==> src/rtl/node_info_pkt_tx_if.sv <==
// Word stream from the node-info packet serialiser toward the radio MAC.
// The master drives data, valid and last; the slave drives ready.
interface node_info_pkt_tx_if;
    logic [15:0] tx_data;
    logic        tx_valid;
    logic        tx_last;
    logic        tx_ready;

    modport master (output tx_data, output tx_valid, output tx_last, input tx_ready);
    modport slave  (input tx_data, input tx_valid, input tx_last, output tx_ready);
endinterface

==> src/rtl/node_info_pkt_tx.sv <==
// Snapshots local EER-RL node state on tx_start and serialises it as a 7-word,
// 16-bit packet (header, id, dest, hops, Q, energy, XOR checksum) with a stall timeout.
module node_info_pkt_tx #(
    parameter int          TIMEOUT_CYC = 64,
    parameter logic [15:0] BCAST_ADDR  = 16'hFFFF,
    parameter int          PKT_LEN     = 7
) (
    input  logic                       clk,
    input  logic                       nrst,
    input  logic                       tx_start,
    input  logic [15:0]                myNodeID,
    input  logic [15:0]                hopsFromSink,
    input  logic [15:0]                myQValue,
    input  logic [15:0]                energy,
    input  logic [15:0]                ch_ID,
    input  logic                       role,
    input  logic                       low_E,
    node_info_pkt_tx_if.master         tx,
    output logic                       busy,
    output logic                       tx_done,
    output logic                       tx_abort
);

    localparam int CW = (TIMEOUT_CYC > 0) ? $clog2(TIMEOUT_CYC + 1) : 1;

    typedef enum logic [1:0] {IDLE, SEND, DONE, ABORT} state_e;

    state_e        state_q, state_d;
    logic [2:0]    idx_q, idx_d;
    logic [CW-1:0] stall_q, stall_d;
    logic          cap;

    logic [15:0]   id_q, hops_q, qv_q, en_q, ch_q;
    logic          role_q, lowe_q;

    logic [3:0]    pkt_type;
    logic [15:0]   w0, w2, csum;

    always_ff @(posedge clk or negedge nrst) begin
        if (!nrst) begin
            state_q <= IDLE;
            idx_q   <= '0;
            stall_q <= '0;
        end else begin
            state_q <= state_d;
            idx_q   <= idx_d;
            stall_q <= stall_d;
        end
    end

    // Snapshot is taken only on the accepting IDLE cycle so later input changes
    // cannot leak into a packet already in flight.
    always_ff @(posedge clk or negedge nrst) begin
        if (!nrst) begin
            id_q   <= '0;
            hops_q <= '0;
            qv_q   <= '0;
            en_q   <= '0;
            ch_q   <= '0;
            role_q <= 1'b0;
            lowe_q <= 1'b0;
        end else if (cap) begin
            id_q   <= myNodeID;
            hops_q <= hopsFromSink;
            qv_q   <= myQValue;
            en_q   <= energy;
            ch_q   <= ch_ID;
            role_q <= role;
            lowe_q <= low_E;
        end
    end

    always_comb begin
        pkt_type = lowe_q ? 4'h3 : (role_q ? 4'h2 : 4'h1);
        w0       = {pkt_type, role_q, lowe_q, 2'b00, 8'(PKT_LEN)};
        w2       = role_q ? BCAST_ADDR : ch_q;
        csum     = w0 ^ id_q ^ w2 ^ hops_q ^ qv_q ^ en_q;
    end

    always_comb begin
        state_d = state_q;
        idx_d   = idx_q;
        stall_d = stall_q;
        cap     = 1'b0;
        unique case (state_q)
            IDLE: begin
                if (tx_start) begin
                    cap     = 1'b1;
                    idx_d   = '0;
                    stall_d = '0;
                    state_d = SEND;
                end
            end
            SEND: begin
                // A transfer in the same cycle as the limit wins over the timeout.
                if (tx.tx_ready) begin
                    stall_d = '0;
                    if (idx_q == 3'd6) begin
                        idx_d   = '0;
                        state_d = DONE;
                    end else begin
                        idx_d = idx_q + 3'd1;
                    end
                end else begin
                    if (stall_q != {CW{1'b1}}) stall_d = stall_q + 1'b1;
                    if (TIMEOUT_CYC != 0 && (int'(stall_q) + 1) >= TIMEOUT_CYC) begin
                        idx_d   = '0;
                        stall_d = '0;
                        state_d = ABORT;
                    end
                end
            end
            DONE:    state_d = IDLE;
            ABORT:   state_d = IDLE;
            default: state_d = IDLE;
        endcase
    end

    always_comb begin
        tx.tx_data = '0;
        if (state_q == SEND) begin
            case (idx_q)
                3'd0:    tx.tx_data = w0;
                3'd1:    tx.tx_data = id_q;
                3'd2:    tx.tx_data = w2;
                3'd3:    tx.tx_data = hops_q;
                3'd4:    tx.tx_data = qv_q;
                3'd5:    tx.tx_data = en_q;
                3'd6:    tx.tx_data = csum;
                default: tx.tx_data = '0;
            endcase
        end
    end

    assign tx.tx_valid = (state_q == SEND);
    assign tx.tx_last  = (state_q == SEND) && (idx_q == 3'd6);
    assign busy        = (state_q != IDLE);
    assign tx_done     = (state_q == DONE);
    assign tx_abort    = (state_q == ABORT);

endmodule

==> src/flat_wrapper.sv <==
// flat-port wrapper written by rule: the top's interface ports become plain ports
module node_info_pkt_tx_flat 
#(
    parameter int          TIMEOUT_CYC = 64,
    parameter logic [15:0] BCAST_ADDR  = 16'hFFFF,
    parameter int          PKT_LEN     = 7
)
  (clk, nrst, tx_start, myNodeID, hopsFromSink, myQValue, energy, ch_ID, role, low_E, busy, tx_done, tx_abort, tx_tx_data, tx_tx_valid, tx_tx_last, tx_tx_ready);
  node_info_pkt_tx_if tx_i ();
  input  logic clk;
  input  logic nrst;
  input  logic tx_start;
  input  logic [15:0] myNodeID;
  input  logic [15:0] hopsFromSink;
  input  logic [15:0] myQValue;
  input  logic [15:0] energy;
  input  logic [15:0] ch_ID;
  input  logic role;
  input  logic low_E;
  output logic busy;
  output logic tx_done;
  output logic tx_abort;
  output wire logic [$bits(tx_i.tx_data)-1:0] tx_tx_data;
  output wire logic [$bits(tx_i.tx_valid)-1:0] tx_tx_valid;
  output wire logic [$bits(tx_i.tx_last)-1:0] tx_tx_last;
  input wire logic [$bits(tx_i.tx_ready)-1:0] tx_tx_ready;
  assign tx_tx_data = tx_i.tx_data;
  assign tx_tx_valid = tx_i.tx_valid;
  assign tx_tx_last = tx_i.tx_last;
  assign tx_i.tx_ready = tx_tx_ready;
  node_info_pkt_tx #(.TIMEOUT_CYC(TIMEOUT_CYC), .BCAST_ADDR(BCAST_ADDR), .PKT_LEN(PKT_LEN)) u_core (.clk(clk), .nrst(nrst), .tx_start(tx_start), .myNodeID(myNodeID), .hopsFromSink(hopsFromSink), .myQValue(myQValue), .energy(energy), .ch_ID(ch_ID), .role(role), .low_E(low_E), .tx(tx_i), .busy(busy), .tx_done(tx_done), .tx_abort(tx_abort));
endmodule
==> config.mk <==
export PLATFORM = sky130hd
export DESIGN_NAME = node_info_pkt_tx_flat
export DESIGN_NICKNAME = d
export VERILOG_FILES = /design/src/rtl/node_info_pkt_tx_if.sv /design/src/rtl/node_info_pkt_tx.sv /design/src/flat_wrapper.sv
export SDC_FILE = /design/constraint.sdc
export NUM_CORES = 1
export LEC_CHECK = 0
export CAP_MARGIN = 5
export CORE_MARGIN = 4
export CORE_UTILIZATION = 52
export DETAILED_ROUTE_END_ITERATION = 8
export PLACE_DENSITY = 0.81
export SLEW_MARGIN = 15
export SYNTH_ARGS = -nofsm -noshare
export SYNTH_HDL_FRONTEND = slang
export SYNTH_SLANG_ARGS = --single-unit
==> constraint.sdc <==
create_clock -name clk -period 2.6 [get_ports clk]
set_input_delay 0.52 -clock clk [delete_from_list [all_inputs] [get_ports clk]]
set_output_delay 0.52 -clock clk [all_outputs]
set_load 0.005 [all_outputs]
## Word-level counts from Yosys, hierarchy flattened

Index checks and enable logic that the tools add are counted.

- Mux-type cells: 22
- Reductions and logical operators: 9
- Eq/ne operators: 14
- $lt $le $gt $ge: 1
- Add/sub/neg operators: 3
- Bitwise gates (word level): 5

Operators by type and width:

| kind | number |
|---|---|
| $pmux 16 s7 | 1 |
| $xor 16x16->16 | 5 |
| $ge 32x8->1 const B | 1 |
| $mux 16 | 2 |
| $mux 7 | 4 |
| $pmux 7 s2 | 1 |
| $mux 3 | 4 |
| $mux 2 | 5 |
| $eq 3x3->1 const B | 3 |
| $reduce_and 3->1 | 3 |
| $add 7x1->8 const B | 1 |
| $add 7x1->7 const B | 1 |
| $ne 7x7->1 const B | 1 |
| $eq 3x2->1 const B | 2 |
| $pmux 2 s3 | 1 |
| $pmux 3 s2 | 1 |
| $eq 2x2->1 const B | 2 |
| $mux 4 | 1 |
| $ne 4x1->1 const B | 1 |
| $reduce_bool 2->1 | 2 |
| $add 3x1->3 const B | 1 |
| $eq 3x1->1 const B | 1 |
| $logic_not 3->1 | 1 |
| $ne 3x1->1 const B | 1 |
| 7 further kinds | 8 |

- Register bits: 94
- Input port bits: 86
- Output and inout bits: 21

## Longest topological paths before layout

Gate-level depths: netlist of run 1.

- Word-level depth: 9
- Mapped depth: 10
- Depth with buffers taken out: 7

## Worst setup path after synthesis of run 1

No wires, ideal clock.

- Path type: register to output
- Start point: reg u_core.idx_q[0]
- End point: out tx_tx_data[12]
- Path buffers: 3
- Data required time: 2,080 ps
- Path slack: 381 ps
- Stages on the path, launching flop included: 9
- Arrival: 1,699 ps
- Cell sequence: dfrtp_1 > clkbuf_1 > nand2_1 > inv_1 > ha_1 > clkbuf_1 > o21ai_1 > clkbuf_1 > o22ai_1

- Word-level cells in the longest chain between the ends: 3
- Elaborated cells between the ends (all ways): 9
- Those cells by class: 6 x eq/ne; 2 x mux; 1 x reduce/logical

Ends and longest elaborated chain:

| element | line | RTL |
|---|---|---|
| from (decl) | node_info_pkt_tx.sv:29 | `logic [2:0] idx_q, idx_d;` |
| from (signal assigned) | node_info_pkt_tx.sv:46 | `idx_q <= idx_d;` |
| $eq 3x3->1 (tied with other cells) | node_info_pkt_tx.sv:122 | `case (idx_q)` |
| $pmux 16 s7 * | node_info_pkt_tx.sv:122 |  |
| $mux 16 * | node_info_pkt_tx.sv:121 | `if (state_q == SEND) begin` |
| to (decl) | flat_wrapper.sv:23 | `output wire logic [$bits(tx_i.tx_data)-1:0] tx_tx_data;` |

Every way passes the cells marked *; elsewhere a longest branch is shown, timed or not.

## Final worst setup path of run 1

- Start point: reg u_core.idx_q[2]
- End point: out tx_tx_data[15]

Same word-level chain as after synthesis.

==> results of run 1 <==
worst max-delay path by stage:
| stage | to |
|---|---|
| 3_3_place_gp | tx_tx_data[13] |
| 2_1_floorplan | tx_tx_data[12] |
| 6_report | tx_tx_data[15] |
| 4_1_cts | tx_tx_data[3] |
| 3_5_place_dp | tx_tx_data[13] |
| 5_1_grt | tx_tx_data[8] |
layout make-up:
class                           instances  area share (%)
Clock inverter                          6            1.04
Sequential cell                        94            34.3
Tap cell                              129            2.35
Timing Repair Buffer                  143            20.2
Inverter                                8           0.436
Clock buffer                            9            1.80
Multi-Input combinational cell        329            39.9
registers in the layout, summed over array words and instances (netlist names), 2 cells and up:
signal,cells
u_core.ch_q,16
u_core.en_q,16
u_core.hops_q,16
u_core.id_q,16
u_core.idx_q,3
u_core.qv_q,16
u_core.stall_q,7
u_core.state_q,2
metal layers:
layer	vias to the layer above	share of wire [%]	wire, microns	global-route usage [%]
met5	-	0	0	0
met4	0	1.8	233	7.58
met3	23	6.9	897	5.42
met2	170	51	6590	37.4
met1	2047	41	5320	29.7
li1	1878	-	-	-
cells in the final DEF (no fill, tap or decap), drive strengths merged, types with 3 or more instances in the layout:
cell | synthesis | final
dfrtp | 94 | 94
clkdlybuf4s50 | 0 | 89
mux2 | 85 | 85
xnor2 | 42 | 42
buf | 14 | 38
nand2 | 28 | 28
nor2 | 25 | 25
xor2 | 24 | 24
o21ai | 17 | 17
o22ai | 16 | 16
clkbuf | 12 | 15
a21oi | 11 | 11
nor2b | 11 | 11
inv | 8 | 10
a222oi | 6 | 6
a22oi | 6 | 6
and2 | 6 | 6
nor3 | 5 | 5
a221oi | 5 | 5
mux2i | 4 | 4
nand3 | 4 | 4
dlygate4sd2 | 0 | 4
clkdlybuf4s15 | 0 | 4
o221a | 3 | 3
and3 | 3 | 3
or3b | 3 | 3
per-stage QoR:
stage                     setup slack [ps]  hold slack (ps)  power [W]  utilization, %  std cells
final                                 -103              216    0.00883            73.1        718
after global routing                  -215              257    0.00940            73.1        718
after CTS                             -198              236    0.00861            71.8        715
after detailed placement            -0.920              498    0.00755            68.6        693
after global placement                25.1              497    0.00735            68.6        693
after floorplan                        381              224    0.00604               -        457
what timing repair did:
action | in CTS | in global routing
setup endpoints to repair | 16 | 17
buffers inserted | 7 | 4
resized for setup | 36 | 48
hold buffers | 0 | 0
pin swaps | 5 | 9
critical path, cell delays in order (launching register included):
cell and delay [ps]:
dfrtp_2 460, inv_2 130, buf_4 140, nor2_1 40, buf_4 160, a222oi_1 320, nor2b_2 200, o22ai_1 100
dlygate4sd2_1 270
power by group:
part / leakage, nW / total [W] / internal [W] / switching [W]
clock: 0.0923 / 0.000968 / 0.000448 / 0.000520
combinational: 1.61 / 0.00495 / 0.00277 / 0.00217
sequential: 1.12 / 0.00291 / 0.00217 / 0.000736
total: 2.83 / 0.00883 / 0.00539 / 0.00343
cells by family after synthesis:
logic type / after synthesis / synth area share (%)
xor gates and xnor gates: 66 / 11.3
adders and majority gates: 2 / 0.489
buffers and inverters: 34 / 3.03
and+or+nand+nor: 94 / 9.19
AOI/OAI and AO/OA: 78 / 10.5
DFF: 94 / 46.0
muxes: 89 / 19.5
==> results by group, run 1 <==
Floorplanning
  • Die height: 107 microns
  • Die Width: 107 microns
  • Die footprint: 0.0115 sq mm
  • Std-Cell Rows: 35
  • Initial Utilization: 54.4%
  • I/O pins: 107
  • Core ar.: 0.00942 sq mm

Yosys
  • Syn Nets: 545
  • Mapped cell area: 0.00512 sq mm
  • Seq/Total Area, Yosys: 46.0%
  • Async set-reset flop share out of synthesis: 100%
  • Top-area cell type share of the netlist area: 46.0%
  • Synth cell types: 49
  • Syn Inst Count: 457
  • Area contributors post-synth: dfrtp_1 (46%), mux2_2 (19%), xnor2_1 (7.2%), xor2_1 (4.1%), nand2_1 (2.1%)
  • Flip-flop and latch count after synthesis: 94
  • Synth Warn #: 0
  • Post-synth top cells: dfrtp_1 (94), mux2_2 (85), xnor2_1 (42)
  • Most used DFF post-synth: dfrtp_1
  • Most common cell in the netlist: dfrtp_1
  • Syn avg cell area: 11.2 sq um
  • EDFF count, synth: 0
  • Area leader, netlist: dfrtp_1

Power
  • Maximum VDD drop: 534 uV
  • Leak: 2.83 nW
  • PwrDens: 1280 mW/mm^2

Worst setup path
  • WP data required: 2080 ps
  • Crit path from: u_core.idx_q[2]$_DFFE_PN0P_
  • R2R cell count: 6
  • Worst R2R End: u_core.stall_q[5]$_DFFE_PN0P_
  • CP Capture Type: output pin
  • Register-to-Register Setup Slack: 710 ps
  • CP Max Fanout: 8
  • Reg2reg start: u_core.stall_q[0]$_DFFE_PN0P_
  • WP data arrival: 2180 ps
  • CP Class: flop to output pin
  • Startpoint type of the worst setup path: flop

Place
  • Post-DP HPWL: 8960 microns
  • I/O Buffers: 106
  • Final GP Congestion: 0.882
  • Dpl cell area: 0.00646 sq mm

STA
  • Final Max Slew Viols: 0
  • Post-Route Skew: 6.25 ps
  • Final hold vios: 0
  • Relative slew slack: 50.9%
  • Final setup margin: -103 ps
  • Min Tclk post-route: 2700 ps
  • RSZ-0062 raised after global routing: yes
  • FMAX: 0.370 GHz
  • Setup Viol. Count Final: 4
  • Final setup TNS: -212 ps
  • Slew @ Worst Pin: 736 ps
  • Final Cycle Share: 104%

Clock tree
  • Clock Tree Buf Depth: 2
  • Worst-Skew Late Latency: 360 ps
  • CTS Buf Count: 9
  • Htree depth: 3
  • Root Driver: clkbuf_8
  • TritonCTS clock tree: yes
  • Clk sinks: 94
  • Clock transition at path regs: 90 ps

Final layout
  • Syn-to-layout area delta: 34.5%
  • Register area: 0.00236 sq mm
  • Layout cells sized above 1: 32.6%
  • Antenna diode count: 0
  • Final Net Count: 673
  • Fin area: 0.00688 sq mm
  • Area of the multi-input gates: 0.00275 sq mm
  • Fillers: 615

Global route
  • Initial antenna violation count: 0
  • Largest net degree at the start of global routing: 86
  • Vias in the first global route: 4,293
  • First-pass GRT wire length: 20,800 microns
  • GRT Resource Usage Total: 22.8%
  • GRT overflow: 0

Routing
  • Vias per cell: 5.74
  • Routed len/inst: 18.2 microns
  • Vias: 4,118
  • DR pass1 iterations: 5
  • Post-route ant nets: 0
  • Remaining DRCs: 0
  • Number of DRC markers in iteration 0: 238
  • Routed Wire Length: 13,000 microns

Status
  • Status: finished with violations
  • Failing checks: negative setup slack

Job
  • Max-cap viol count: 0

Worst hold path
  • Hold Path Class: input port to async pin
(Power assumes the default switching activity.)
==> run 2, diff against run 1 <==
--- a/config.mk
+++ b/config.mk
@@ -8,6 +8,7 @@
 export CAP_MARGIN = 5
 export CORE_MARGIN = 4
 export CORE_UTILIZATION = 52
+export CTS_CLUSTER_DIAMETER = 80
 export DETAILED_ROUTE_END_ITERATION = 8
 export PLACE_DENSITY = 0.81
 export SLEW_MARGIN = 15
==> results of run 2 <==
Same layout as run 1: the final DEF is identical, and so are final timing and power.
==> run 3, diff against run 2 <==
--- a/config.mk
+++ b/config.mk
@@ -10,7 +10,7 @@
 export CORE_UTILIZATION = 52
 export CTS_CLUSTER_DIAMETER = 80
 export DETAILED_ROUTE_END_ITERATION = 8
-export PLACE_DENSITY = 0.81
+export PLACE_DENSITY = 0.9
 export SLEW_MARGIN = 15
 export SYNTH_ARGS = -nofsm -noshare
 export SYNTH_HDL_FRONTEND = slang
==> run 3 against run 2 <==
Net effect:
- final cell count grew 2.6%
- sequential share of layout area shrank 1.7 points
- total power grew 11%
- largest power group unchanged
- combinational power grew 18%
- count of clock-buffer cells in the layout grew 1
- critical path depth is the same
- global-route usage grew 1.8 points
- first-iteration DRC count grew 82%
- register-to-register slack is essentially flat
- the flow still finishes with violations (negative setup slack)
- via count grew 9.3%
- hold slack lost 79 ps
==> results by group, run 3 (synthesis results as in run 1) <==
Status
  • Status: finished with violations
  • Failing checks: negative setup slack

Clock tree
  • Root Driver: clkbuf_8
  • Clock transition at path regs: 110 ps (+20 ps)
  • Worst-Skew Late Latency: 380 ps (+20 ps)
  • Hold-fix buffers, CTS: 0 (unchanged)
  • Clk sinks: 94 (unchanged)
  • Htree depth: 3 (unchanged)
  • Clock Tree Buf Depth: 2 (unchanged)
  • CTS Buf Count: 9 (unchanged)
  • TritonCTS clock tree: yes

Place
  • Dpl cell area: 0.00644 sq mm (-0.23%)
  • I/O Buffers: 106 (unchanged)
  • Final GP Congestion: 0.854 (-3.2%)
  • Post-DP HPWL: 9080 microns (+1.4%)

Global route
  • Initial antenna violation count: 1 (+1)
  • First-pass GRT wire length: 22,300 microns (+7.1%)
  • Largest net degree at the start of global routing: 86 (unchanged)
  • GRT overflow: 0 (unchanged)
  • Vias in the first global route: 4,356 (+1.5%)
  • GRT Resource Usage Total: 24.6% (+1.8 points)

Power
  • Leak: 2.99 nW (+5.6%)
  • PwrDens: 1360 mW/mm^2 (+5.9%)
  • Maximum VDD drop: 599 uV (+12%)

Final layout
  • Post-Route Utilization: 76.9% (+3.8 points)
  • Final Net Count: 691 (+2.7%)
  • Fin area: 0.00724 sq mm (+5.2%)
  • Fillers: 526 (-14%)
  • Syn-to-layout area delta: 41.4%
  • Antenna diode count: 0 (unchanged)
  • Commonest non-fill, non-tap cell in the layout: dfrtp_1
  • Layout cells sized above 1: 40.1% (+7.5 points)
  • Most frequent cells in the layout: dfrtp_1 (90), clkdlybuf4s50_1 (88), mux2_2 (85), xnor2_1 (42), buf_4 (31)

Worst setup path
  • WP data required: 2080 ps (about the same)
  • Reg2reg start: u_core.stall_q[0]$_DFFE_PN0P_
  • CP Capture Type: output pin
  • Max stage delay on crit path: 520 ps (+60 ps)
  • Register-to-Register Setup Slack: 710 ps (about the same)
  • WP data arrival: 2270 ps (+90 ps)
  • Slowest stage cell, crit path: dfrtp_2
  • Startpoint type of the worst setup path: flop
  • Worst R2R End: u_core.stall_q[5]$_DFFE_PN0P_
  • Crit-path cells: nand2_2 -> inv_2 -> ha_4 -> buf_6 -> a22o_1 -> nor3_1 -> o22ai_1 -> buf_2
  • CP Max Fanout: 8 (unchanged)
  • R2R cell count: 6 (unchanged)
  • CP Class: flop to output pin

STA
  • Final Cycle Share: 107% (+3.3 points)
  • Final setup margin: -189 ps (-85.5 ps)
  • FMAX: 0.359 GHz (-3.1%)
  • Min Tclk post-route: 2790 ps (+85.5 ps)
  • Final hold vios: 0 (unchanged)
  • Relative slew slack: 57.6% (+6.7 points)
  • Setup Viol. Count Final: 11 (+7)
  • Slew @ Worst Pin: 636 ps (-100 ps)
  • WHS: 137 ps (-78.8 ps)
  • RSZ-0062 raised after global routing: yes
  • Final Max Slew Viols: 0 (unchanged)
  • Post-Route Skew: 17.2 ps (+11.0 ps)
  • Final setup TNS: -835 ps (-623 ps)

Routing
  • Routed Wire Length: 16,500 microns (+27%)
  • Number of DRC markers in iteration 0: 433 (+82%)
  • Vias: 4,503 (+9.3%)
  • Post-route ant nets: 0 (unchanged)
  • Remaining DRCs: 0 (unchanged)
  • DR pass1 iterations: 6 (+1)
  • Vias per cell: 6.11 (+6.5%)
  • Routed len/inst: 22.4 microns (+24%)

Worst hold path
  • Hold Path Class: input port to async pin

Floorplanning
  • Die height: 107 microns (unchanged)
  • Initial Utilization: 54.4% (unchanged)
  • Die Width: 107 microns (unchanged)
  • Std-Cell Rows: 35 (unchanged)
  • I/O pins: 107 (unchanged)
  • Core ar.: 0.00942 sq mm (unchanged)
  • Die footprint: 0.0115 sq mm (unchanged)

Job
  • Max-cap viol count: 0 (unchanged)
## run 3: cell count changes in the layout (fill, tap and decap cells not counted), moves of 8 or more
cell / before / now
buf_2: 0 / 9
a21oi_1: 10 / 2
a21oi_2: 1 / 9
o22ai_1: 15 / 7
o22ai_2: 1 / 9
## run 3: metrics by stage
step	std cells	setup WS (ps)	total power, W
finish	737	-189	0.00983
global route	737	-198	0.0103
CTS	719	-123	0.00880
detailed placement	691	-16.9	0.00755
global placement	691	84.7	0.00733
floorplan	457	381	0.00604
## run 3: critical path: cells and delay by family (launching register included)
family / cells / cell delay (ps)
buffers and inverters: 3 / 350
adder cells (fa/ha/maj): 1 / 160
AO/OA/AOI/OAI: 2 / 420
AND/OR/NAND/NOR: 2 / 430
flip-flops: 1 / 520
## run 3: layer usage
metal / wire length (microns) / vias up / GRT usage, %
met4: 902 / 2 / 10.0
met2: 8200 / 267 / 41.2
li1: - / 1918 / -
met1: 6320 / 2227 / 31.4
met5: 7 / - / 0
met3: 1100 / 89 / 4.33
## run 3: how the worst max path moves through the flow
stage,start,to,depth (start not counted)
after floorplan,u_core.idx_q[0]$_DFFE_PN0P_,tx_tx_data[12],8
after global placement,u_core.idx_q[0]$_DFFE_PN0P_,tx_tx_data[1],8
after detailed placement,u_core.idx_q[1]$_DFFE_PN0P_,tx_tx_data[2],5
after CTS,u_core.idx_q[2]$_DFFE_PN0P_,tx_tx_data[6],6
after global routing,u_core.idx_q[1]$_DFFE_PN0P_,tx_tx_data[4],8
final,u_core.idx_q[1]$_DFFE_PN0P_,tx_tx_data[12],8
## run 3: power by group
part           switching, W  internal, W
clock              0.000577     0.000379
sequential         0.000858      0.00217
combinational       0.00275      0.00309
total               0.00419      0.00564
## run 3: cell type report
type                    instances  area, sq um  area share, %
clock inverters                 6         46.3          0.640
clock buffers                  10          138           1.90
inverters                       8         30.0          0.415
multi-input cells             329         2950           40.7
well taps                     129          161           2.23
flip-flops and latches         94         2360           32.6
repair buffers                161         1560           21.5
## run 3: repair_timing
item,4_1_cts,5_1_grt
setup endpoints to repair,17,17
setup buffers,12,19
resized for setup,83,69
pin swaps,11,21
cloned,0,1
